`config.mk`:
```
export PLATFORM = sky130hd
export DESIGN_NAME = fft_twiddle_mult_pipe
export DESIGN_NICKNAME = d
export VERILOG_FILES = /design/src/rtl/fft_pkg.sv /design/src/rtl/fft_round_sat.sv /design/src/rtl/fft_twiddle_mult_pipe.sv
export SDC_FILE = /design/constraint.sdc
export NUM_CORES = 2
export LEC_CHECK = 0
export CAP_MARGIN = 20
export CORE_ASPECT_RATIO = 2
export CORE_MARGIN = 2
export CORE_UTILIZATION = 59
export CTS_BUF_LIST = sky130_fd_sc_hd__clkbuf_4 sky130_fd_sc_hd__clkbuf_8
export DETAILED_ROUTE_END_ITERATION = 8
export PLACE_DENSITY = 0.77
export SLEW_MARGIN = 20
export SYNTH_ARGS = -nofsm -noshare
export SYNTH_HDL_FRONTEND = slang
export SYNTH_SLANG_ARGS = --single-unit
```
`constraint.sdc`:
```
create_clock -name clk_i -period 8.4 [get_ports clk_i]
set_clock_uncertainty 0.2 [all_clocks]
set_input_delay 1.68 -clock clk_i [delete_from_list [all_inputs] [get_ports clk_i]]
set_output_delay 1.68 -clock clk_i [all_outputs]
set_load 0.01 [all_outputs]
```
`src/rtl/fft_pkg.sv`:
```
`default_nettype none
// +----------------------------------------------------------------------------+
// | Module   : fft_pkg                                                         |
// | Purpose  : Shared constants and width helpers for the FFT datapath blocks: |
// |            rounding-mode codes, twiddle Q-format and product widths.       |
// | Revision : 1.0 - initial release                                           |
// +----------------------------------------------------------------------------+
package fft_pkg;

    // Rounding modes applied when a full-precision product is scaled down.
    localparam int ROUND_TRUNC   = 0;  // arithmetic shift, toward -inf
    localparam int ROUND_HALF_UP = 1;  // add half an LSB, then shift

    // Twiddles are Q1.(TW-1): one integer (sign) bit, the rest fractional.
    localparam int TW_INT_BITS = 1;

    function automatic int tw_frac_bits(input int tw);
        return tw - TW_INT_BITS;
    endfunction

    // x_re - x_im needs one extra bit over the data width.
    function automatic int data_preadd_width(input int dw_in);
        return dw_in + 1;
    endfunction

    // w_re +/- w_im needs one extra bit over the twiddle width.
    function automatic int tw_preadd_width(input int tw);
        return tw + 1;
    endfunction

    // Carrier width for the Karatsuba products and their sums. The final
    // sums R and I are bounded by 2^(DW_IN+TW-1), so two spare bits keep
    // the modular arithmetic exact even though partial products overshoot.
    function automatic int prod_width(input int dw_in, input int tw);
        return dw_in + tw + 2;
    endfunction

endpackage
`default_nettype wire

```
`src/rtl/fft_round_sat.sv`:
```
`default_nettype none
// +----------------------------------------------------------------------------+
// | Module   : fft_round_sat                                                   |
// | Purpose  : Scales a full-width signed value by >>> SHIFT with optional     |
// |            round-half-up, then saturates (SAT=1) or wraps (SAT=0) to OW.   |
// | Ports    : i_data  - IW-bit signed full-precision input                    |
// |            o_data  - OW-bit signed scaled result                           |
// |            o_ovf   - result did not fit OW bits (clamped or wrapped)       |
// | Revision : 1.0 - initial release                                           |
// +----------------------------------------------------------------------------+
module fft_round_sat
    import fft_pkg::*;
#(
    parameter int IW    = 36,
    parameter int OW    = 24,
    parameter int SHIFT = 9,
    parameter int ROUND = ROUND_HALF_UP,
    parameter int SAT   = 1
) (
    input  logic signed [IW-1:0] i_data,
    output logic signed [OW-1:0] o_data,
    output logic                 o_ovf
);

    // One guard bit so the rounding bias can never overflow the carrier.
    localparam int C_XW = IW + 1;

    logic signed [C_XW-1:0] w_ext;
    logic signed [C_XW-1:0] w_bias;
    logic signed [C_XW-1:0] w_rnd;
    logic signed [C_XW-1:0] w_shf;

    assign w_ext = C_XW'(i_data);

    generate
        if (ROUND == ROUND_HALF_UP && SHIFT > 0) begin : g_round
            localparam logic signed [C_XW-1:0] C_HALF = C_XW'(1) <<< (SHIFT - 1);
            assign w_bias = C_HALF;
        end else begin : g_trunc
            assign w_bias = '0;
        end
    endgenerate

    assign w_rnd = w_ext + w_bias;
    assign w_shf = w_rnd >>> SHIFT;

    generate
        if (OW < C_XW) begin : g_narrow
            logic w_fits;
            // Fits when re-sign-extending the low OW bits reproduces the value.
            assign w_fits = (w_shf == C_XW'(signed'(w_shf[OW-1:0])));
            assign o_ovf  = ~w_fits;

            if (SAT != 0) begin : g_sat
                localparam logic signed [OW-1:0] C_MAX = {1'b0, {(OW-1){1'b1}}};
                localparam logic signed [OW-1:0] C_MIN = {1'b1, {(OW-1){1'b0}}};
                assign o_data = w_fits ? w_shf[OW-1:0]
                                       : (w_shf[C_XW-1] ? C_MIN : C_MAX);
            end else begin : g_wrap
                assign o_data = w_shf[OW-1:0];
            end
        end else begin : g_wide
            assign o_data = OW'(w_shf);
            assign o_ovf  = 1'b0;
        end
    endgenerate

endmodule
`default_nettype wire

```
`src/rtl/fft_twiddle_mult_pipe.sv`:
```
`default_nettype none
// +----------------------------------------------------------------------------+
// | Module   : fft_twiddle_mult_pipe                                           |
// | Purpose  : 3-stage pipelined complex twiddle multiplier z = x * w using a  |
// |            3-multiplier Karatsuba form, with rounding, saturation/wrap,    |
// |            sticky overflow and a W=1 bypass. Valid/ctr ride along.        |
// | Ports    : clk_i, rst_n_i (async active-low), ce_i (pipeline advance)      |
// |            valid_i, bypass_i, ctr_i, x_re_i/x_im_i, w_re_i/w_im_i          |
// |            clr_ovf_i - clears the sticky overflow (a new set wins)         |
// |            valid_o, ctr_o, z_re_o/z_im_o, ovf_o                            |
// | Revision : 1.0 - initial release                                           |
// +----------------------------------------------------------------------------+
module fft_twiddle_mult_pipe
    import fft_pkg::*;
#(
    parameter int DW_IN  = 24,
    parameter int DW_OUT = 24,
    parameter int TW     = 10,
    parameter int NLOG2  = 10,
    parameter int ROUND  = ROUND_HALF_UP,
    parameter int SAT    = 1
) (
    input  logic                     clk_i,
    input  logic                     rst_n_i,
    input  logic                     ce_i,
    input  logic                     valid_i,
    input  logic                     bypass_i,
    input  logic        [NLOG2-1:0]  ctr_i,
    input  logic signed [DW_IN-1:0]  x_re_i,
    input  logic signed [DW_IN-1:0]  x_im_i,
    input  logic signed [TW-1:0]     w_re_i,
    input  logic signed [TW-1:0]     w_im_i,
    input  logic                     clr_ovf_i,
    output logic                     valid_o,
    output logic        [NLOG2-1:0]  ctr_o,
    output logic signed [DW_OUT-1:0] z_re_o,
    output logic signed [DW_OUT-1:0] z_im_o,
    output logic                     ovf_o
);

    localparam int C_EW    = data_preadd_width(DW_IN);
    localparam int C_VW    = tw_preadd_width(TW);
    localparam int C_PW    = prod_width(DW_IN, TW);
    localparam int C_SHIFT = tw_frac_bits(TW);

    // ---------------- S1: capture inputs and form pre-adds ----------------
    logic signed [C_EW-1:0]  w_e;
    logic signed [C_VW-1:0]  w_wd;
    logic signed [C_VW-1:0]  w_ws;

    assign w_e  = C_EW'(x_re_i) - C_EW'(x_im_i);
    assign w_wd = C_VW'(w_re_i) - C_VW'(w_im_i);
    assign w_ws = C_VW'(w_re_i) + C_VW'(w_im_i);

    logic                    r_s1_valid;
    logic                    r_s1_bypass;
    logic        [NLOG2-1:0] r_s1_ctr;
    logic signed [DW_IN-1:0] r_s1_x_re;
    logic signed [DW_IN-1:0] r_s1_x_im;
    logic signed [TW-1:0]    r_s1_w_re;
    logic signed [C_EW-1:0]  r_s1_e;
    logic signed [C_VW-1:0]  r_s1_wd;
    logic signed [C_VW-1:0]  r_s1_ws;

    always_ff @(posedge clk_i or negedge rst_n_i) begin
        if (!rst_n_i) begin
            r_s1_valid  <= 1'b0;
            r_s1_bypass <= 1'b0;
            r_s1_ctr    <= '0;
            r_s1_x_re   <= '0;
            r_s1_x_im   <= '0;
            r_s1_w_re   <= '0;
            r_s1_e      <= '0;
            r_s1_wd     <= '0;
            r_s1_ws     <= '0;
        end else if (ce_i) begin
            r_s1_valid  <= valid_i;
            r_s1_bypass <= bypass_i;
            r_s1_ctr    <= ctr_i;
            r_s1_x_re   <= x_re_i;
            r_s1_x_im   <= x_im_i;
            r_s1_w_re   <= w_re_i;
            r_s1_e      <= w_e;
            r_s1_wd     <= w_wd;
            r_s1_ws     <= w_ws;
        end
    end

    // ---------------- S2: three signed products ----------------
    logic                    r_s2_valid;
    logic                    r_s2_bypass;
    logic        [NLOG2-1:0] r_s2_ctr;
    logic signed [DW_IN-1:0] r_s2_x_re;
    logic signed [DW_IN-1:0] r_s2_x_im;
    logic signed [C_PW-1:0]  r_s2_f;
    logic signed [C_PW-1:0]  r_s2_pr;
    logic signed [C_PW-1:0]  r_s2_pi;

    always_ff @(posedge clk_i or negedge rst_n_i) begin
        if (!rst_n_i) begin
            r_s2_valid  <= 1'b0;
            r_s2_bypass <= 1'b0;
            r_s2_ctr    <= '0;
            r_s2_x_re   <= '0;
            r_s2_x_im   <= '0;
            r_s2_f      <= '0;
            r_s2_pr     <= '0;
            r_s2_pi     <= '0;
        end else if (ce_i) begin
            r_s2_valid  <= r_s1_valid;
            r_s2_bypass <= r_s1_bypass;
            r_s2_ctr    <= r_s1_ctr;
            r_s2_x_re   <= r_s1_x_re;
            r_s2_x_im   <= r_s1_x_im;
            r_s2_f      <= C_PW'(r_s1_w_re) * C_PW'(r_s1_e);
            r_s2_pr     <= C_PW'(r_s1_x_im) * C_PW'(r_s1_wd);
            r_s2_pi     <= C_PW'(r_s1_x_re) * C_PW'(r_s1_ws);
        end
    end

    // ---------------- S3: combine, scale, saturate ----------------
    logic signed [C_PW-1:0]   w_r;
    logic signed [C_PW-1:0]   w_i;
    logic signed [C_PW-1:0]   w_re_full;
    logic signed [C_PW-1:0]   w_im_full;
    logic signed [DW_OUT-1:0] w_z_re;
    logic signed [DW_OUT-1:0] w_z_im;
    logic                     w_ovf_re;
    logic                     w_ovf_im;
    logic                     w_ovf_set;

    assign w_r = r_s2_pr + r_s2_f;
    assign w_i = r_s2_pi - r_s2_f;

    // Bypass pre-scales x up by the same shift the scaler removes. The low
    // bits are then zero, so the half-LSB bias never carries and x comes
    // out exactly, while still going through the common saturate/wrap path.
    assign w_re_full = r_s2_bypass ? (C_PW'(r_s2_x_re) <<< C_SHIFT) : w_r;
    assign w_im_full = r_s2_bypass ? (C_PW'(r_s2_x_im) <<< C_SHIFT) : w_i;

    fft_round_sat #(
        .IW    (C_PW),
        .OW    (DW_OUT),
        .SHIFT (C_SHIFT),
        .ROUND (ROUND),
        .SAT   (SAT)
    ) u_round_sat_re (
        .i_data (w_re_full),
        .o_data (w_z_re),
        .o_ovf  (w_ovf_re)
    );

    fft_round_sat #(
        .IW    (C_PW),
        .OW    (DW_OUT),
        .SHIFT (C_SHIFT),
        .ROUND (ROUND),
        .SAT   (SAT)
    ) u_round_sat_im (
        .i_data (w_im_full),
        .o_data (w_z_im),
        .o_ovf  (w_ovf_im)
    );

    always_ff @(posedge clk_i or negedge rst_n_i) begin
        if (!rst_n_i) begin
            valid_o <= 1'b0;
            ctr_o   <= '0;
            z_re_o  <= '0;
            z_im_o  <= '0;
        end else if (ce_i) begin
            valid_o <= r_s2_valid;
            ctr_o   <= r_s2_ctr;
            z_re_o  <= w_z_re;
            z_im_o  <= w_z_im;
        end
    end

    // Only a valid sample actually leaving S3 may raise the flag; the clear
    // works even while the pipeline is stalled, and a coincident set wins.
    assign w_ovf_set = ce_i & r_s2_valid & (w_ovf_re | w_ovf_im);

    always_ff @(posedge clk_i or negedge rst_n_i) begin
        if (!rst_n_i) begin
            ovf_o <= 1'b0;
        end else if (w_ovf_set) begin
            ovf_o <= 1'b1;
        end else if (clr_ovf_i) begin
            ovf_o <= 1'b0;
        end
    end

endmodule
`default_nettype wire

```
=== Yosys cells after proc, flatten, opt, wreduce, memory -nomap -nowiden ===
Index checks and enable logic that the tools add are counted.

* Reduce and logical (&&, ||, !) cells: 1
* $mul: 3
* Add/sub/neg operators: 7
* Bitwise logic cells: 5
* Multiplexer cells: 8
* Equality and inequality tests: 2

{| class="wikitable"
|+ Operator list
! kind !! count
|-
| $mux W24 || 4
|-
| $add A36 B10 Y37 const B || 2
|-
| $mux W36 || 2
|-
| $mul A24 B11 Y35 || 2
|-
| $add A36 B36 Y36 || 1
|-
| $sub A36 B36 Y36 || 1
|-
| $mul A10 B25 Y35 || 1
|-
| $sub A24 B24 Y25 || 1
|-
| $add A10 B10 Y11 || 1
|-
| $sub A10 B10 Y11 || 1
|-
| $eq A4 B1 Y1 || 2
|-
| $and A1 B1 Y1 || 2
|-
| $mux W1 || 2
|-
| $not A1 Y1 || 2
|-
| $reduce_bool A2 Y1 || 1
|-
| $or A1 B1 Y1 || 1
|}

* Register bits: 345
* Output and inout port bits: 60
* Logic and storage cells: 48

=== Longest topological paths before layout ===
* Depth after elaboration: 8
* Mapped depth: 27

=== By module ===
A second synthesis with hierarchy kept.

* Cell total of the unflattened synthesis: 5,131
* Area, all modules: 47,256.6 µm²

{| class="wikitable"
|+ Modules (own cells, without submodules)
! module !! area each (µm²) !! instances !! cells an instance
|-
| fft_twiddle_mult_pipe || 45,519.9 || 1 || 4,891
|-
| fft_round_sat || 868.3 || 2 || 120
|}

=== Least setup slack after synthesis ===
Ideal clock, no wire load.

* Kind: register to register
* Start point: register r_s1_ws[2]
* End point: register r_s2_pi[33]
* Required time: 8.075 ns
* Path buffers: 2
* Setup slack: 1.826 ns
* Cell stages (with the launch flop): 24
* Arrival: 6.249 ns
* Path through: dfrtp_1 -> clkbuf_1 -> clkbuf_1 -> nand2_1 -> fa_1 -> fa_1 -> fa_1 -> inv_1 -> fa_1 -> inv_1 -> fa_1 -> inv_1 -> ha_1 -> or2_2 -> o311a_1 -> o31ai_1 -> a211oi_1 -> and4_1 -> nor3_1 -> o31ai_1 -> or4_1 -> a31oi_1 -> xnor2_1 -> mux2_2

* Cells in the longest elaborated chain, start to end: 1

{| class="wikitable"
|+ RTL lines
! element !! RTL line !! text
|-
| start: declaration || fft_twiddle_mult_pipe.sv:63 || <nowiki>logic signed [C_VW-1:0] r_s1_ws;</nowiki>
|-
| start signal: assignment || fft_twiddle_mult_pipe.sv:85 || <nowiki>r_s1_ws <= w_ws;</nowiki>
|-
| $mul A24 B11 Y35 || fft_twiddle_mult_pipe.sv:117 || <nowiki>r_s2_pi <= C_PW'(r_s1_x_re) * C_PW'(r_s1_ws);</nowiki>
|-
| end signal: assignment || fft_twiddle_mult_pipe.sv:117 ||
|-
| end: declaration || fft_twiddle_mult_pipe.sv:97 || <nowiki>logic signed [C_PW-1:0] r_s2_pi;</nowiki>
|}

No other way between the ends.
A chain may end at the register's enable or synchronous reset.

=== Worst setup path in the final report ===
* Start point: register r_s1_ws[5]
* End point: register r_s2_pi[34]

The elaborated chain is that of the path after synthesis.

==> impl_metrics.csv <==
group,metric,value,unit
status,status,"finished clean",
floorplan,start_util,59.5,%
clock_network,hold_buffers,0,
synthesis,netlist.area_leader.share,28.9,%
layout,drive_gt1_share,8.38,%
critical_path,startpoint_type,"flop",
synthesis,synth-seq-area-share,18.1,%
synthesis,yosysWarnings,0,
timing,fmax,134,MHz
min_path,hold_path_class,"reg -> reg",
layout,utilization,64.4,%
layout,seqCellArea,0.00854,sq mm
floorplan,ios,144,
clock_network,clk_pin_slew,0.07,ns
critical_path,slowest_delay,1.02,ns
critical_path,crit_path_start,"r_s1_ws[5]",
routing,drc,0,
grt,antenna_found_initial,24,
clock_network,cts_max_path_buffers,3,
critical_path,cp_common_cell,"fa_1",
floorplan,die-area,0.0824,sq mm
floorplan,coreArea,0.0793,sq mm
timing,hold_viol,0,
clock_network,numCtsBuffers,54,
clock_network,postCtsSetupBuffers,0,
placed_design,hpwl,125,mm
layout,final_common_cell,"inv_1",
synthesis,ys_ff_latch,341,
synthesis,syn_inst,5196,
layout,final_cell_mix,"889 x inv_1, 682 x fa_1, 608 x nand2_1",
routing,routed_wl,159,mm
routing,viasPerCell,6.18,
synthesis,async_flop_share,100,%
critical_path,arrival,7.89,ns
floorplan,die_x,204,um
layout,design_area,0.0510,sq mm
placed_design,place_congestion,1.10,
placed_design,port_buffers,143,
critical_path,rrSetupSlack,0.92,ns
layout,fin_nets,6342,
layout,multi_input_area,0.0344,sq mm
timing,setup_viol,0,
run,drv_cap,0,
grt,grt_max_degree,164,
routing,drt_first_pass_iters,6,
synthesis,syn_nets,6301,
clock_network,cts_tree,"done",
critical_path,crit_path_max_fanout,16,
routing,drt_iter0_markers,3114,
timing,relSlewSlack,19.7,%
synthesis,syn_area,0.0472,sq mm
grt,grt_pass1_wl,242,mm
timing,post-route-period-util,89.0,%
timing,period_needed,7.48,ns
timing,fin_setup_tns,0,ns
routing,antenna_left,0,
floorplan,fp.dieH,404,um
timing,drv_slew,0,
clock_network,root_buffer,"clkbuf_8",
synthesis,synthTopCellsByArea,"fa_1 29%, dfrtp_1 18%, ha_1 9.0%, inv_1 7.1%, mux2_2 5.0%",
synthesis,synth_cell_types,91,
critical_path,path_class,"reg -> reg",
synthesis,synth_edf_count,0,
synthesis,synth_ff_type,"dfrtp_1",
critical_path,slowest_stage,"dfrtp_1",
min_path,hp-start,"r_s2_pi[18]",
grt,overflow,0,
synthesis,yosysTopAreaCell,"fa_1",
placed_design,placed_cell_area,0.0496,sq mm
clock_network,clock_latency,0.76,ns
routing,vias,39079,
synthesis,synth_area_per_cell,9.08,sq um
clock_network,cts-htree-levels,2,
critical_path,critPathRequiredTime,8.81,ns
routing,wl_per_cell,25.2,um
grt,grt_usage,40.0,%
grt,grt_pass1_vias,41321,
floorplan,fp-row-count,146,
critical_path,crit_chain,"nand2_1 > fa_1 > inv_1 > fa_1 > fa_1 > fa_1 > inv_1 > fa_1 > inv_1 > ha_1 > or2_2 > a21oi_1 > nand2b_1 > a21oi_1 > o31ai_1 > buf_4 > a211o_1 > nand3_1 > nand2_1 > o21ai_0 > or4_1 > a31oi_1 > xnor2_1 > mux2_2",
clock_network,cts_resized,0,
critical_path,endpoint_kind,"flop",
timing,tightest_slew,1.19,ns
layout,area_growth_syn_to_layout,8.16,%
clock_network,clkSinkCount,341,
timing,rsz0062_at_grt,"false",
layout,fillCellCount,6623,
critical_path,reg2reg_from,"r_s1_ws[5]",
-- synth_stat cells (all sizes together), types with 74 or more instances --
cell type	number
a21o	74
a21oi	185
and2	307
clkbuf	221
dfrtp	341
fa	682
ha	339
inv	890
mux2	211
nand2	608
nor2	268
o21ai	166
xnor2	138
-- path summary, 6_finish.rpt --
kind                                 to  cells after the start
max in group asynchronous  r_s1_w_re[2]                      2
hold reg to reg             r_s2_pi[18]                      1
hold / removal              r_s2_pi[18]                      1
min in group asynchronous    z_re_o[23]                      1
setup reg to reg            r_s2_pi[34]                     24
setup / recovery            r_s2_pi[34]                     24
-- per-layer routing --
metal / part of all wire (%) / wire [um] / GRT usage (%)
met2: 48 / 75900 / 66.0
met1: 31 / 49000 / 39.6
met3: 9.2 / 14700 / 12.2
met5: 0.092 / 147 / 0.424
met4: 12 / 19300 / 37.8
-- cell families (layout without fill, tap and decap cells) --
family | count (synthesis) | count (layout) | synth area share [%]
other | 0 | 11 | 0
flip-flops | 341 | 341 | 18.1
buffers and inverters | 1131 | 1211 | 9.04
AO/OA/AOI/OAI | 734 | 734 | 10.2
XOR/XNOR | 193 | 193 | 3.58
adder cells (fa/ha/maj) | 1021 | 1021 | 37.9
AND/OR/NAND/NOR | 1551 | 1551 | 15.8
multiplexers | 225 | 225 | 5.33
-- stage by stage --
step / hold WS (ns) / worst slack, ns / std cells
2_1_floorplan: 0.249 / 1.83 / 5196
5_1_grt: 0.317 / 0.603 / 6313
3_3_place_gp: 0.274 / 1.24 / 6211
6_report: 0.301 / 0.925 / 6323
4_1_cts: 0.296 / 1.11 / 6308
3_5_place_dp: 0.281 / 1.13 / 6213
-- critical path, delay by kind of cell (launching register included) --
family | cells | cell delay, ns
adder cells (fa/ha/maj) | 6 | 2.99
multiplexers | 1 | 0.26
AO/OA/AOI/OAI | 6 | 1.06
flip-flops | 1 | 1.02
XOR/XNOR | 1 | 0.09
AND/OR/NAND/NOR | 6 | 1.34
buffers and inverters | 4 | 0.34
-- final cells by class --
type                            count  share of cell area, %
Inverter                          890                   6.55
Tap cell                         1036                   2.54
Antenna cell                       11                 0.0539
Sequential cell                   341                   16.7
Multi-Input combinational cell   3724                   67.5
Clock buffer                       73                   1.85
Timing Repair Buffer              226                   4.12
Clock inverter                     22                  0.711
-- registers in the layout, summed over array words and instances (netlist names), 10 cells and up --
| register | flops |
|---|---|
| r_s2_f | 35 |
| r_s2_pi | 35 |
| r_s2_pr | 35 |
| r_s1_e | 25 |
| r_s1_x_im | 24 |
| r_s1_x_re | 24 |
| r_s2_x_im | 24 |
| r_s2_x_re | 24 |
| z_im_o | 24 |
| z_re_o | 24 |
| r_s1_wd | 11 |
| ctr_o | 10 |
| r_s1_ctr | 10 |
| r_s1_w_re | 10 |
| r_s1_ws | 10 |
| r_s2_ctr | 10 |
Power is left out: the tool's default activity adds up to more than one toggle a clock period on the data nets, which glitch-free logic cannot reach.
